===== src/rtl/uart_pkg.sv =====
// Shared constants for the UART baud-tick controller: register map,
// CTRL/STATUS bit positions, FSM encoding and the default DDS step.
package uart_pkg;

   // Register select values on addr
   localparam logic [1:0] UART_DLL    = 2'd0;
   localparam logic [1:0] UART_DLM    = 2'd1;
   localparam logic [1:0] UART_CTRL   = 2'd2;
   localparam logic [1:0] UART_STATUS = 2'd3;

   // CTRL bit positions
   localparam int CTRL_EN   = 0;
   localparam int CTRL_LOAD = 1;
   localparam int CTRL_CLR  = 2;

   // STATUS bit positions
   localparam int STAT_RUN  = 0;
   localparam int STAT_PEND = 1;
   localparam int STAT_DIV0 = 2;

   // Tick generator state
   typedef enum logic [1:0] {
      ST_STOP = 2'd0,
      ST_RUN  = 2'd1,
      ST_PEND = 2'd2
   } state_t;

   // 50 MHz * step / 2^32 ~= 1.8432 MHz
   localparam logic [31:0] PHASE_STEP_DFLT = 32'd158_329_674;

endpackage


===== src/rtl/uart_dds_ref.sv =====
// DDS rate-enable generator: a free-running 32-bit phase accumulator whose
// carry out is registered into a single-cycle enable pulse.
module uart_dds_ref
   import uart_pkg::*;
#(
   parameter logic [31:0] STEP = PHASE_STEP_DFLT
) (
   input  logic i_clk,
   input  logic i_rst_n,
   output logic o_tick
);

   logic [31:0] r_acc;
   logic        r_tick;
   logic [32:0] w_sum;

   assign w_sum  = {1'b0, r_acc} + {1'b0, STEP};
   assign o_tick = r_tick;

   // Advance the phase every cycle; the pulse is high the cycle after a wrap
   always_ff @(posedge i_clk) begin
      if (!i_rst_n) begin
         r_acc  <= '0;
         r_tick <= 1'b0;
      end else begin
         r_acc  <= w_sum[31:0];
         r_tick <= w_sum[32];
      end
   end

endmodule


===== src/rtl/uart_baud_ctrl.sv =====
// Programmable baud-tick controller: divisor latch staging, glitch-free
// divisor reload and tick16 / bit_tick enable generation on clk_50m.
module uart_baud_ctrl
   import uart_pkg::*;
#(
   parameter logic [31:0] PHASE_STEP = PHASE_STEP_DFLT,
   parameter logic [15:0] DIV_RESET  = 16'd12
) (
   input  logic       clk_50m,
   input  logic       rst_n,
   input  logic [1:0] addr,
   input  logic       wr_en,
   input  logic       rd_en,
   input  logic [7:0] wr_data,
   output logic [7:0] rd_data,
   output logic       rd_valid,
   output logic       ref_tick,
   output logic       tick16,
   output logic       bit_tick,
   output logic       running
);

   state_t      r_state;
   logic [15:0] r_div_stage;
   logic [15:0] r_div_act;
   logic [15:0] r_dcnt;
   logic [3:0]  r_ocnt;
   logic        r_en;
   logic        r_tick16;
   logic        r_bit_tick;
   logic        r_running;
   logic [7:0]  r_rd_data;
   logic        r_rd_valid;

   logic        w_ref;
   logic        w_wr_ctrl;
   logic        w_en_eff;
   logic        w_load;
   logic        w_clr;
   logic        w_active;
   logic        w_last;
   logic        w_evt;
   logic [15:0] w_div_new;
   logic [7:0]  w_status;
   logic        w_unused;

   uart_dds_ref #(.STEP(PHASE_STEP)) u_ref (
      .i_clk   (clk_50m),
      .i_rst_n (rst_n),
      .o_tick  (w_ref)
   );

   // A CTRL write takes effect in its own cycle so running rises on the next
   assign w_wr_ctrl = wr_en && (addr == UART_CTRL);
   assign w_en_eff  = w_wr_ctrl ? wr_data[CTRL_EN] : r_en;
   assign w_load    = w_wr_ctrl && wr_data[CTRL_LOAD];
   assign w_clr     = w_wr_ctrl && wr_data[CTRL_CLR];
   assign w_active  = (r_state != ST_STOP);
   assign w_last    = (r_dcnt == r_div_act - 16'd1);
   // Qualifying ref_tick: the registered tick16 follows one cycle later
   assign w_evt     = w_active && w_en_eff && w_ref && w_last && !w_clr;
   assign w_div_new = w_load ? r_div_stage : r_div_act;
   assign w_status  = {5'b0, (r_div_act == 16'd0), (r_state == ST_PEND), r_running};
   assign w_unused  = &{1'b0, wr_data[7:3]};

   assign rd_data  = r_rd_data;
   assign rd_valid = r_rd_valid;
   assign ref_tick = w_ref;
   assign tick16   = r_tick16;
   assign bit_tick = r_bit_tick;
   assign running  = r_running;

   // CPU-visible divisor staging and enable bit
   always_ff @(posedge clk_50m) begin
      if (!rst_n) begin
         r_div_stage <= DIV_RESET;
         r_en        <= 1'b0;
      end else begin
         if (wr_en && (addr == UART_DLL)) r_div_stage[7:0]  <= wr_data;
         if (wr_en && (addr == UART_DLM)) r_div_stage[15:8] <= wr_data;
         if (w_wr_ctrl)                   r_en              <= wr_data[CTRL_EN];
      end
   end

   // Tick FSM with divide/oversample counters and divisor commit
   always_ff @(posedge clk_50m) begin
      if (!rst_n) begin
         r_state    <= ST_STOP;
         r_div_act  <= DIV_RESET;
         r_dcnt     <= '0;
         r_ocnt     <= '0;
         r_tick16   <= 1'b0;
         r_bit_tick <= 1'b0;
         r_running  <= 1'b0;
      end else begin
         r_tick16   <= w_evt;
         r_bit_tick <= w_evt && (r_ocnt == 4'd15);

         if (w_clr) begin
            r_dcnt <= '0;
            r_ocnt <= '0;
         end else if (w_evt) begin
            r_dcnt <= '0;
            r_ocnt <= r_ocnt + 4'd1;
         end else if (w_active && w_ref) begin
            r_dcnt <= r_dcnt + 16'd1;
         end

         // Transitions below override the counter updates when stopping
         case (r_state)
            ST_STOP: begin
               if (w_load) r_div_act <= r_div_stage;
               if (w_en_eff && (w_div_new != 16'd0)) begin
                  r_state   <= ST_RUN;
                  r_running <= 1'b1;
               end
            end
            ST_RUN: begin
               if (!w_en_eff) begin
                  if (w_load) r_div_act <= r_div_stage;
                  r_state   <= ST_STOP;
                  r_running <= 1'b0;
                  r_dcnt    <= '0;
                  r_ocnt    <= '0;
               end else if (w_load) begin
                  r_state <= ST_PEND;
               end
            end
            ST_PEND: begin
               if (!w_en_eff) begin
                  r_div_act <= r_div_stage;
                  r_state   <= ST_STOP;
                  r_running <= 1'b0;
                  r_dcnt    <= '0;
                  r_ocnt    <= '0;
               end else if (w_evt) begin
                  // Swap divisors on a tick16 boundary so no short period escapes
                  r_div_act <= r_div_stage;
                  if (r_div_stage == 16'd0) begin
                     r_state   <= ST_STOP;
                     r_running <= 1'b0;
                     r_dcnt    <= '0;
                     r_ocnt    <= '0;
                  end else if (!w_load) begin
                     r_state <= ST_RUN;
                  end
               end
            end
            default: begin
               r_state   <= ST_STOP;
               r_running <= 1'b0;
               r_dcnt    <= '0;
               r_ocnt    <= '0;
            end
         endcase
      end
   end

   // Registered read port; sees state from before any same-cycle write
   always_ff @(posedge clk_50m) begin
      if (!rst_n) begin
         r_rd_data  <= '0;
         r_rd_valid <= 1'b0;
      end else begin
         r_rd_valid <= rd_en;
         if (rd_en) begin
            case (addr)
               UART_DLL:  r_rd_data <= r_div_stage[7:0];
               UART_DLM:  r_rd_data <= r_div_stage[15:8];
               UART_CTRL: r_rd_data <= {7'b0, r_en};
               default:   r_rd_data <= w_status;
            endcase
         end
      end
   end

endmodule


===== config.mk =====
export PLATFORM = sky130hd
export DESIGN_NAME = uart_baud_ctrl
export DESIGN_NICKNAME = d
export VERILOG_FILES = /design/src/rtl/uart_pkg.sv /design/src/rtl/uart_dds_ref.sv /design/src/rtl/uart_baud_ctrl.sv
export SDC_FILE = /design/constraint.sdc
export NUM_CORES = 1
export LEC_CHECK = 0
export BUFFER_PORTS_ARGS = -buffer_cell sky130_fd_sc_hd__buf_2
export CORE_ASPECT_RATIO = 1.25
export CORE_UTILIZATION = 60
export DETAILED_ROUTE_END_ITERATION = 8
export PLACE_DENSITY = 0.87
export SYNTH_ARGS = -nofsm -noshare
export SYNTH_HDL_FRONTEND = slang
export SYNTH_SLANG_ARGS = --single-unit

===== constraint.sdc =====
create_clock -name clk_50m -period 3.54 [get_ports clk_50m]
set_input_delay 0.531 -clock clk_50m [delete_from_list [all_inputs] [get_ports clk_50m]]
set_output_delay 0.531 -clock clk_50m [all_outputs]
set_load 0.02 [all_outputs]

==> results.tsv <==
metric	value	unit
overflow	0	
switchingPower	0.0007790	W
die_w	83.02	um
nNetsFinal	586	
core	0.007883	mm^2
grt_pass1_vias	3722	
clk_root_buffer_cell	clkbuf_8	
finalInstanceArea	0.005261	mm^2
post-route-min-period	3177	ps
final_antenna_net_count	0	
critical_path_class	flop to flop	
ys_top_cells_by_area	dfxtp_1 40%, mux2i_1 8.7%, nor2_1 7.0%, xor2_1 5.2%, xnor2_1 5.0%	
fmax	0.3148	GHz
antenna_cells	0	
globalplace.congestion	1.021	
switching_share	30.23	%
path_cells	nor4_4, nand4_1, xnor2_2, nand4_2, nor4_4, nand2_4, a31oi_4, buf_4, mux2i_1	
pre_cts_slack	421.6	ps
clockPowerShare	30.0	%
cp.required	3840	ps
status	finished clean	
synth-main-ff-cell	dfxtp_1	
syn2layout_area_growth	6.862	%
yosys.area_share.simple	23.84	%
cp-start-kind	flop	
reg2reg_depth	9	
cp_num_buf_inv	1	
insertion_delay	370	ps
leakage	2.089	nW
final_layout_size_suffix_gt1_share	11.87	%
power.density	489.8	mW/mm^2
cp_max_fo	16	
ys_ff_latch	99	
synth_compound_gate_area_share	9.784	%
via_per_inst	5.837	
yosys.area.top_type	dfxtp_1	
ctsHoldBuffers	0	
final_hold_viol_count	0	
drt-initial-drc-count	220	
worstSetupPathDepth	9	
rows	36	
synth.top_cell.area_share	40.25	%
hp-class	primary input to flop	
irDropWorstVdd	0.4567	mV
post-route-drc-count	0	
hold_depth	3	
firstDrtPassIters	5	
comb_power_share	18.5	%
layout_commonest_cell	dfxtp_1	
ios	27	
setup_ws	363.4	ps
port_buffers	26	
hpwl	7675	um
path_clk_slew	100	ps
synth-async-reset-ratio	0	%
synth_nets	573	
htreeDepth	3	
finalCritPeriodShare	89.73	%
antenna_found_initial	0	
fillerInstances	630	
relSlewSlack	45.40	%
grt_pass1_wl	17460	um
crit_top_cell	nor4_4	
cp.arrival	3470	ps
fin_skew	9.355	ps
numClockSinks	99	
max_stage_delay	670	ps
yosysWarnings	0	
finalSetupTns	0	ps
dieArea	0.008574	mm^2
cts_made_buffers	9	
setup_viol	0	
synth-adder-area-share	1.017	%
wl_per_cell	15.72	um
wl	10500	um
cap_violations	0	
p_int	0.001798	W
die_h	103.3	um
cts_setup_buffers	0	
grt.total_usage	25.41	%
cts_tree	yes	
seq_power_share	51.5	%
start_util	62.46	%
clk_path_buf_depth	2	
synth_top_family_by_area	simple AND/OR/NAND/NOR gates	
synth_cell_type_count	64	
synth_area	0.004923	mm^2
synth.mux.area_fraction	9.657	%
crit_path_top_delay_cell	nor4_4	
placed_area	0.005051	mm^2
cts-resized-gates	0	
worstMarginPinSlew	818.2	ps
rsz0062_at_grt	no	
slew_violations	0	
final_cell_mix	99 x dfxtp_1, 92 x nor2_1, 55 x nand2_1	
grt_max_degree	40	
ys_seq_area_share	40.25	%
whs	389.0	ps
syn_inst	555	
syn_avg_cell_area	8.871	um^2
cp_top_family	simple AND/OR/NAND/NOR gates	
vias	3899	
synth_edf_count	0	
end_kind	flop	
synth_xor_area_share	11.46	%
## final cells by class
cell class / count / area (um^2) / area share [%]
Tap cell: 95 / 118.9 / 2.259
Inverter: 10 / 37.54 / 0.7134
Sequential cell: 99 / 1982 / 37.67
Clock buffer: 11 / 141.4 / 2.687
Multi-Input combinational cell: 417 / 2745 / 52.18
Clock inverter: 5 / 68.82 / 1.308
Timing Repair Buffer: 31 / 167.7 / 3.187
## Yosys cell counts, types with 3 or more instances
master	n
clkbuf_1	16
nor2_1	92
ha_1	4
buf_2	4
nor4_4	3
xor2_1	29
and3_1	10
nand2b_1	4
xnor2_2	4
o21a_1	3
a31oi_1	6
nand2_1	55
o21ai_0	12
xnor2_1	28
dfxtp_1	99
nor3_1	12
or3_1	3
buf_4	3
nand3_1	12
and2_1	4
nand4_1	6
inv_1	10
mux2i_1	43
a211oi_1	5
and4_1	5
a21oi_1	21
nor3b_1	4
nor4_1	7
## power by group through the flow
| stage | combinational, W | clock [W] | sequential (W) |
|---|---|---|---|
| after floorplan | 0.000390 | 0 | 0.00133 |
| after global placement | 0.000453 | 0 | 0.00134 |
| after detailed placement | 0.000470 | 0 | 0.00135 |
| after CTS | 0.000476 | 0.000786 | 0.00132 |
| after global routing | 0.000533 | 0.000829 | 0.00134 |
| final | 0.000477 | 0.000773 | 0.00133 |
## worst paths after layout
path | from | to | slack, ps
hold / removal | wr_data[3] | r_div_stage[3] | 390
setup reg to reg | r_div_act[2] | r_div_act[5] | 360
setup / recovery | r_div_act[2] | r_div_act[5] | 360
hold reg to reg | u_ref.r_acc[1] | u_ref.r_acc[1] | 460
## layer usage
layer	track usage, %	vias to the layer above	part of all wire (%)
met5	0	-	0
met4	15.25	0	3.3
met3	4.603	27	3.7
met2	44.64	88	51
met1	29.33	1844	42
li1	-	1940	-
## metrics by stage
stage / std cells / utilization, % / total power, W
global route: 668 / 66.75 / 0.002704
global placement: 652 / 64.08 / 0.001794
finish: 668 / 66.75 / 0.002577
detailed placement: 652 / 64.08 / 0.001819
floorplan: 555 / - / 0.001719
CTS: 668 / 66.75 / 0.002586
## logic make-up after synthesis
kind of cell               count (synthesis)
AOI/OAI and AO/OA                         72
DFF                                       99
adders and majority gates                  4
and+or+nand+nor                          234
buffers and inverters                     39
muxes                                     46
xor gates and xnor gates                  61
## tightest hold or removal path: stages
cell,delay [ps]
buf_2,90
mux2i_1,60
nand2_1,60
## sequential cells by signal (all words and copies together) (netlist names)
signal	flops
u_ref.r_acc	31
r_div_stage	16
bit_tick	1
r_ocnt	4
r_en	1
r_div_act	16
tick16	1
rd_data	8
r_dcnt	16
u_ref.o_tick	1
rd_valid	1
running	1
r_state	2
Note: power is estimated with default switching activity, not from simulation.
